<file path="src/rtl/lcd_bus_if.sv">
// Character-LCD parallel bus (ON/RW/EN/RS/DATA) between an LCD driver (master)
// and the responder that mimics the panel (slave).
interface lcd_bus_if;
    logic       lcd_on;
    logic       lcd_rw;
    logic       lcd_en;
    logic       lcd_rs;
    logic [7:0] lcd_data_in;
    logic [7:0] lcd_data_out;
    logic       lcd_data_oe;

    modport master (
        output lcd_on, lcd_rw, lcd_en, lcd_rs, lcd_data_in,
        input  lcd_data_out, lcd_data_oe
    );

    modport slave (
        input  lcd_on, lcd_rw, lcd_en, lcd_rs, lcd_data_in,
        output lcd_data_out, lcd_data_oe
    );
endinterface

</file>
<file path="src/rtl/lcd_bus_responder.sv">
// HD44780-style 16x2 panel model: 32-char buffer, command decode, busy flag.
// Define LCD_RESP_READ_EN to support status/data read cycles.
module lcd_bus_responder #(
    parameter int BUSY_SHORT = 1850,
    parameter int BUSY_LONG  = 76000   // must exceed 32 so CLEAR finishes inside it
) (
    input  logic       clk,
    input  logic       rst,
    lcd_bus_if.slave   bus,
    input  logic [4:0] rd_addr,
    output logic [7:0] rd_char,
    output logic [4:0] cursor,
    output logic       display_on,
    output logic       busy,
    output logic       proto_err
);

    localparam int CW = $clog2((BUSY_LONG > BUSY_SHORT) ? BUSY_LONG : BUSY_SHORT);

    typedef enum logic [1:0] {IDLE, CLEAR, BUSY} state_t;

    state_t        state;
    logic [CW-1:0] count;
    logic [7:0]    mem [32];
    logic          en_q;
    logic          fall_q;
    logic          rw_q;
    logic          rs_q;
    logic [7:0]    data_q;
    logic          inc_mode;
    logic [4:0]    clr_idx;

    function automatic logic [4:0] step(input logic [4:0] c, input logic inc);
        return inc ? (c + 5'd1) : (c - 5'd1);
    endfunction

    assign rd_char = mem[rd_addr];

`ifdef LCD_RESP_READ_EN
    logic [6:0] addr_code;
    // Line 2 lives at DDRAM 0x40..0x4F on the real panel.
    assign addr_code        = {cursor[4], 2'b00, cursor[3:0]};
    assign bus.lcd_data_oe  = bus.lcd_rw & bus.lcd_en & bus.lcd_on;
    assign bus.lcd_data_out = !bus.lcd_data_oe ? 8'h00 :
                              bus.lcd_rs       ? mem[cursor] : {busy, addr_code};
`else
    assign bus.lcd_data_oe  = 1'b0;
    assign bus.lcd_data_out = 8'h00;
`endif

    always_ff @(posedge clk or posedge rst) begin
        if (rst) begin
            for (int i = 0; i < 32; i++) mem[i] <= 8'h20;
            state      <= IDLE;
            count      <= '0;
            en_q       <= 1'b0;
            fall_q     <= 1'b0;
            rw_q       <= 1'b0;
            rs_q       <= 1'b0;
            data_q     <= 8'h00;
            inc_mode   <= 1'b1;
            clr_idx    <= 5'd0;
            cursor     <= 5'd0;
            display_on <= 1'b0;
            busy       <= 1'b0;
            proto_err  <= 1'b0;
        end else begin
            en_q <= bus.lcd_en;
            if (bus.lcd_en) begin
                rw_q   <= bus.lcd_rw;
                rs_q   <= bus.lcd_rs;
                data_q <= bus.lcd_data_in;
            end
            // Registering the fall gives a clean one-cycle pulse acting on held fields.
            fall_q <= en_q & ~bus.lcd_en & bus.lcd_on;

            if (fall_q) begin
                if (rw_q) begin
`ifdef LCD_RESP_READ_EN
                    if (rs_q) cursor <= step(cursor, inc_mode);
`else
                    proto_err <= 1'b1;
`endif
                end else if (busy) begin
                    proto_err <= 1'b1;
                end else begin
                    busy  <= 1'b1;
                    state <= BUSY;
                    count <= CW'(BUSY_SHORT - 1);
                    if (rs_q) begin
                        mem[cursor] <= data_q;
                        cursor      <= step(cursor, inc_mode);
                    end else begin
                        casez (data_q)
                            8'b1???????: begin
                                if (data_q[6:4] == 3'b000)
                                    cursor <= {1'b0, data_q[3:0]};
                                else if (data_q[6:4] == 3'b100)
                                    cursor <= {1'b1, data_q[3:0]};
                                else
                                    proto_err <= 1'b1;
                            end
                            8'b0001????: if (!data_q[3]) cursor <= step(cursor, data_q[2]);
                            8'b00001???: display_on <= data_q[2];
                            8'b000001??: inc_mode <= data_q[1];
                            8'b0000001?: begin
                                cursor <= 5'd0;
                                count  <= CW'(BUSY_LONG - 1);
                            end
                            8'b00000001: begin
                                state   <= CLEAR;
                                clr_idx <= 5'd0;
                                count   <= CW'(BUSY_LONG - 1);
                            end
                            default: ;
                        endcase
                    end
                end
            end

            // Sits after the fall handling so the end of CLEAR wins over a read step.
            case (state)
                CLEAR: begin
                    mem[clr_idx] <= 8'h20;
                    clr_idx      <= clr_idx + 5'd1;
                    count        <= count - 1'b1;
                    if (clr_idx == 5'd31) begin
                        state    <= BUSY;
                        cursor   <= 5'd0;
                        inc_mode <= 1'b1;
                    end
                end
                BUSY: begin
                    if (count == '0) begin
                        state <= IDLE;
                        busy  <= 1'b0;
                    end else begin
                        count <= count - 1'b1;
                    end
                end
                default: ;
            endcase
        end
    end

endmodule

</file>
<file path="src/flat_wrapper.sv">
// flat-port wrapper written by rule: the top's interface ports become plain ports
module lcd_bus_responder_flat 
#(
    parameter int BUSY_SHORT = 1850,
    parameter int BUSY_LONG  = 76000                                                
)
  (clk, rst, rd_addr, rd_char, cursor, display_on, busy, proto_err, bus_lcd_on, bus_lcd_rw, bus_lcd_en, bus_lcd_rs, bus_lcd_data_in, bus_lcd_data_out, bus_lcd_data_oe);
  lcd_bus_if bus_i ();
  input  logic clk;
  input  logic rst;
  input  logic [4:0] rd_addr;
  output logic [7:0] rd_char;
  output logic [4:0] cursor;
  output logic display_on;
  output logic busy;
  output logic proto_err;
  input wire logic [$bits(bus_i.lcd_on)-1:0] bus_lcd_on;
  input wire logic [$bits(bus_i.lcd_rw)-1:0] bus_lcd_rw;
  input wire logic [$bits(bus_i.lcd_en)-1:0] bus_lcd_en;
  input wire logic [$bits(bus_i.lcd_rs)-1:0] bus_lcd_rs;
  input wire logic [$bits(bus_i.lcd_data_in)-1:0] bus_lcd_data_in;
  output wire logic [$bits(bus_i.lcd_data_out)-1:0] bus_lcd_data_out;
  output wire logic [$bits(bus_i.lcd_data_oe)-1:0] bus_lcd_data_oe;
  assign bus_i.lcd_on = bus_lcd_on;
  assign bus_i.lcd_rw = bus_lcd_rw;
  assign bus_i.lcd_en = bus_lcd_en;
  assign bus_i.lcd_rs = bus_lcd_rs;
  assign bus_i.lcd_data_in = bus_lcd_data_in;
  assign bus_lcd_data_out = bus_i.lcd_data_out;
  assign bus_lcd_data_oe = bus_i.lcd_data_oe;
  lcd_bus_responder #(.BUSY_SHORT(BUSY_SHORT), .BUSY_LONG(BUSY_LONG)) u_core (.clk(clk), .rst(rst), .bus(bus_i), .rd_addr(rd_addr), .rd_char(rd_char), .cursor(cursor), .display_on(display_on), .busy(busy), .proto_err(proto_err));
endmodule
</file>
<file path="config.mk">
export PLATFORM = sky130hd
export DESIGN_NAME = lcd_bus_responder_flat
export DESIGN_NICKNAME = d
export VERILOG_FILES = /design/src/rtl/lcd_bus_if.sv /design/src/rtl/lcd_bus_responder.sv /design/src/flat_wrapper.sv
export SDC_FILE = /design/constraint.sdc
export NUM_CORES = 1
export LEC_CHECK = 0
export BUFFER_PORTS_ARGS = -buffer_cell sky130_fd_sc_hd__buf_4
export CORE_MARGIN = 2
export CORE_UTILIZATION = 55
export CTS_CLUSTER_DIAMETER = 40
export DETAILED_ROUTE_END_ITERATION = 8
export HOLD_SLACK_MARGIN = 0.03
export PLACE_DENSITY = 0.74
export REMOVE_ABC_BUFFERS = 1
export SLEW_MARGIN = 15
export SYNTH_ARGS = -nofsm -noshare
export SYNTH_HDL_FRONTEND = slang
export SYNTH_SLANG_ARGS = --single-unit
</file>
<file path="constraint.sdc">
create_clock -name clk -period 10.46 [get_ports clk]
set_input_delay 2.092 -clock clk [delete_from_list [all_inputs] [get_ports clk]]
set_output_delay 2.092 -clock clk [all_outputs]
set_load 0.02 [all_outputs]
</file>
* Yosys cells after proc, flatten, opt, wreduce, memory -nomap -nowiden *
Cells that the tools add are included.

cells by class
  $mul = 0
  equal/unequal tests = 15
  reduce and logical (&&, ||, !) cells = 11
  $lt $le $gt $ge = 5
  muxes and demuxes = 63
  div/mod/pow operators = 0
  shifts and indexed selects = 0
  $add $sub $neg = 4
  bitwise logic cells = 12

operators with widths
  cell                                                                    count
  256-bit two-way mux                                                     5
  256-bit bitwise mux                                                     1
  224-bit bitwise AND                                                     1
  224-bit NOT                                                             1
  17-bit two-way mux                                                      6
  5-bit two-way mux                                                       17
  8-bit demux with 5-bit select                                           2
  8-bit binary-select mux with 5-bit select                               1
  17-bit case mux with 2 select lines                                     1
  8-bit two-way mux                                                       4
  32-bit bitwise OR                                                       1
  6-bit greater-or-equal comparator (second input constant)               3
  5-bit NOT with 6-bit output                                             3
  17-bit logical NOT                                                      1
  1-bit two-way mux                                                       17
  17-bit by 1-bit subtractor with 17-bit output (second input constant)   1
  5-bit case mux with 3 select lines                                      1
  5-bit AND reduction                                                     3
  2-bit two-way mux                                                       7
  6-bit by 1-bit < comparator with 1-bit output (second input constant)   2
  5-bit by 1-bit adder with 5-bit output (second input constant)          2
  3-bit by 1-bit != test with 1-bit output (second input constant)        3
  8-bit by 1-bit equality test with 1-bit output (second input constant)  1
  7-bit by 1-bit equality test with 1-bit output (second input constant)  1
  other kinds (17)                                                        25

word-level totals
  register bits after elaboration = 301
  bits in latches = 0
  output and inout bits = 25
  memories kept = 0
  bits in read-only memories = 0
  RAM bits = 0

* Depth between registers and ports, before layout *
  depth after elaboration = 12
  depth in mapped cells = 9
  depth with buffers taken out = 8

* Least setup slack after synthesis *
Ideal clock, no wire load.

  path kind = in2out
  start point = in rd_addr[2]
  end point = out rd_char[4]
  slack = 4.525 ns
  data required time = 8.368 ns
  stages = 5
  arrival = 3.843 ns
  path through = buf_2 -> buf_1 -> buf_2 -> mux2i_1 -> a221oi_1

between the ends
  word-level cells in the longest chain between the ends = 4

ends and longest elaborated chain
  element                                                line                     source
  start: declaration                                     flat_wrapper.sv:11       input logic [4:0] rd_addr;
  5-bit NOT with 6-bit output (not written as such)      lcd_bus_responder.sv:37  assign rd_char = mem[rd_addr];
  8-bit binary-select mux with 5-bit select              lcd_bus_responder.sv:37
  8-bit two-way mux (not written as such) (2 in series)  lcd_bus_responder.sv:37
  end: declaration                                       flat_wrapper.sv:12       output logic [7:0] rd_char;

No other way between the ends. The select of a mux whose other input is x is not followed.

* Worst setup path after layout *
  start point = in rd_addr[0]
  end point = out rd_char[0]

The elaborated chain is that of the path after synthesis.

==> results.cfg <==
[floorplan]
die_x_microns = 173
start_util = 0.561
core_sq_um = 27900
io_pins = 44
dieArea_sq_um = 29900
row_count = 61
die_h_microns = 173

[global_routing]
globalRouteMet2Util = 0.461
grt_util_met1 = 0.444
grt_use_met3 = 0.0864
grt_pass1_vias = 13000
grt_pass1_wl_microns = 74000
grt.busiest_layer = met2
grt.total_usage = 0.315
grt_max_degree = 104
overflow = 0
antenna_found_initial = 1

[critical_path]
crit_slowest_cell = buf_4
r2r_cells = 7
crit_path_max_fanout = 40
worstPathArrival_ns = 4.80
start_kind = primary input
crit_top_cell = buf_4
crit_type = in -> out
worstPathCellList = buf_4 -> buf_4 -> mux4_2 -> mux4_2 -> nor2_1 -> a221oi_1 -> buf_4
ff2ff_setup_slack_ns = 7.56
r2r-end = u_core.mem[125]
cp.required_ns = 8.37
reg2reg_from = u_core.busy
endpoint_kind = primary output
max_stage_delay_ns = 0.68

[place]
pre_cts_ws_ns = 3.52
placed_cells = 1932
portBuffers = 34
dp_hpwl_microns = 29000
place_congestion = 0.941

[clock_tree]
path_clk_slew_ns = 0.05
cts_max_path_buffers = 3
cts_sinks = 301
clk_latency_ns = 0.55
cts_hold_buf = 0
postCtsSetupBuffers = 0
numCtsBuffers = 46
ctsResizeCount = 0
cts-root-buf = clkbuf_16
cts_tree = done
htreeDepth = 2

[route]
drtPass1Iterations = 6
wire_per_inst_microns = 23.2
viasPerCell = 6.62
vias = 13400
ant_nets = 0
dr.first_iter.drc_count = 1782
wl_microns = 46900
drc = 0

[synth]
synth.avg_cell_area_sq_um = 9.66
syn-instance-count = 1623
ys.flop_type = dfrtp_1
syn_area_sq_um = 15700
synth_seq_cells = 301
ys_warn_count = 0
async_flop_share = 1.00
seq_area_frac_synth = 0.483
ys_types = 70
synth_edf_count = 0

[sta]
relSlewSlack = 0.317
skew_ns = 0.0276
setup_tns_ns = 0
drv_slew = 0
fmax_mhz = 145
finalHoldViolCount = 0
tightest_slew_ns = 1.02
rsz0062_at_grt = no
finalSetupViolCount = 0
layout_min_cycle_time_ns = 6.89
fin_crit_sh = 0.659
finalWorstSetupSlack_ns = 3.57

[cells_and_area]
fin_nets = 1634
nFillCells = 2294
final_cells = 2018
drive_above_1_share = 0.172
area_delta_synth_final_pct = 12.5
diodes = 0

[flow_run]
drv_cap = 0

[pwr]
pwr_density_cell_nw_per_um2 = 194
peakVddDrop_uv = 127
p_leak_uw = 0.00746

[hold_path]
min_from = u_core.en_q
hp-class = reg -> reg
hold_depth = 2
min_to = u_core.fall_q

[status]
outcome = complete, no violations
[critical path: cells and delay by family]
kind	cells	cell delay, ns
compound gates	1	0.09
simple gates	1	0.20
buf+inv	3	1.30
mux	2	1.09
[cells in the final DEF (no fill, tap or decap), types with 6 or more instances in the layout]
cell,count
dfrtp_1,268
o21ai_0,65
nand2_1,295
inv_6,7
conb_1,9
a221oi_1,9
clkbuf_16,49
dfstp_2,33
a21oi_1,245
or3_1,6
buf_4,60
mux4_2,72
clkinv_2,6
nor3_1,6
mux2_2,9
nor3b_2,6
nand3b_1,7
inv_1,16
nand3_1,232
mux2i_1,52
ha_1,13
nor2_1,61
clkbuf_1,8
[flip-flops by register name, indices dropped and copies added, names as in the netlist]
register           flops
u_core.en_q            1
u_core.display_on      1
u_core.count          17
u_core.data_q          8
u_core.cursor          5
u_core.mem           256
u_core.busy            1
u_core.fall_q          1
u_core.state           2
u_core.proto_err       1
u_core.rs_q            1
u_core.rw_q            1
u_core.inc_mode        1
u_core.clr_idx         5
[per-layer routing]
metal | share of wire | vias to the layer above
met1 | 0.39 | 6602
met2 | 0.45 | 854
met3 | 0.12 | 142
li1 | - | 5752
met5 | 0.00028 | -
met4 | 0.041 | 2
[logic make-up after synthesis]
kind of cell,after synthesis,share of synthesized area
compound gates,359,0.125
xor+xnor,5,0.00279
fa+ha+maj,13,0.0104
buf+inv,156,0.0441
flops,301,0.483
mux,133,0.143
other cells,1,0.000239
simple gates,655,0.192
[report_power, final]
part | switching [uW] | total (uW) | internal [uW]
Sequential | 95.7 | 1340 | 1250
Combinational | 313 | 508 | 194
Clock | 593 | 1570 | 975
Total | 1000 | 3420 | 2420
[Yosys cell counts (all sizes together) (13+ instances only)]
cell type  instances  area share
dfrtp            268        0.43
a21oi            245       0.078
clkbuf            59       0.014
ha                13       0.010
mux4              72        0.10
inv               17      0.0041
mux2i             52       0.033
buf               78       0.025
nor2              65       0.016
o21ai             66       0.021
dfstp             33       0.055
nand3            232       0.074
nand2            295       0.071
[metrics by stage]
| step | util | hold slack (ns) | power [uW] | cell area (sq um) |
|---|---|---|---|---|
| floorplan | - | 0.444 | 1680 | 15100 |
| global placement | 0.575 | 0.454 | 1840 | 16100 |
| detailed placement | 0.575 | 0.457 | 1860 | 16100 |
| CTS | 0.631 | 0.477 | 3410 | 17600 |
| global route | 0.631 | 0.504 | 3540 | 17600 |
| finish | 0.631 | 0.481 | 3420 | 17600 |
[worst max-delay path by stage]
| stage | endpoint | cells past startpoint | startpoint | slack [ns] |
|---|---|---|---|---|
| finish | rd_char[0] | 7 | rd_addr[0] | 3.57 |
| global route | rd_char[0] | 7 | rd_addr[0] | 3.36 |
| CTS | rd_char[0] | 7 | rd_addr[0] | 3.52 |
| detailed placement | rd_char[0] | 7 | rd_addr[0] | 3.52 |
| global placement | rd_char[7] | 7 | rd_addr[0] | 3.61 |
| floorplan | u_core.busy | 1 | rst | 0.11 |
[area by class of cell]
class | instances | area, sq um | area share
inverters | 19 | 78.8 | 0.00447
flip-flops and latches | 301 | 7570 | 0.430
clock buffers | 58 | 1270 | 0.0720
multi-input cells | 1174 | 7480 | 0.424
well taps | 378 | 473 | 0.0268
repair buffers | 60 | 450 | 0.0255
clock inverters | 28 | 308 | 0.0175
(Power assumes the default switching activity.)
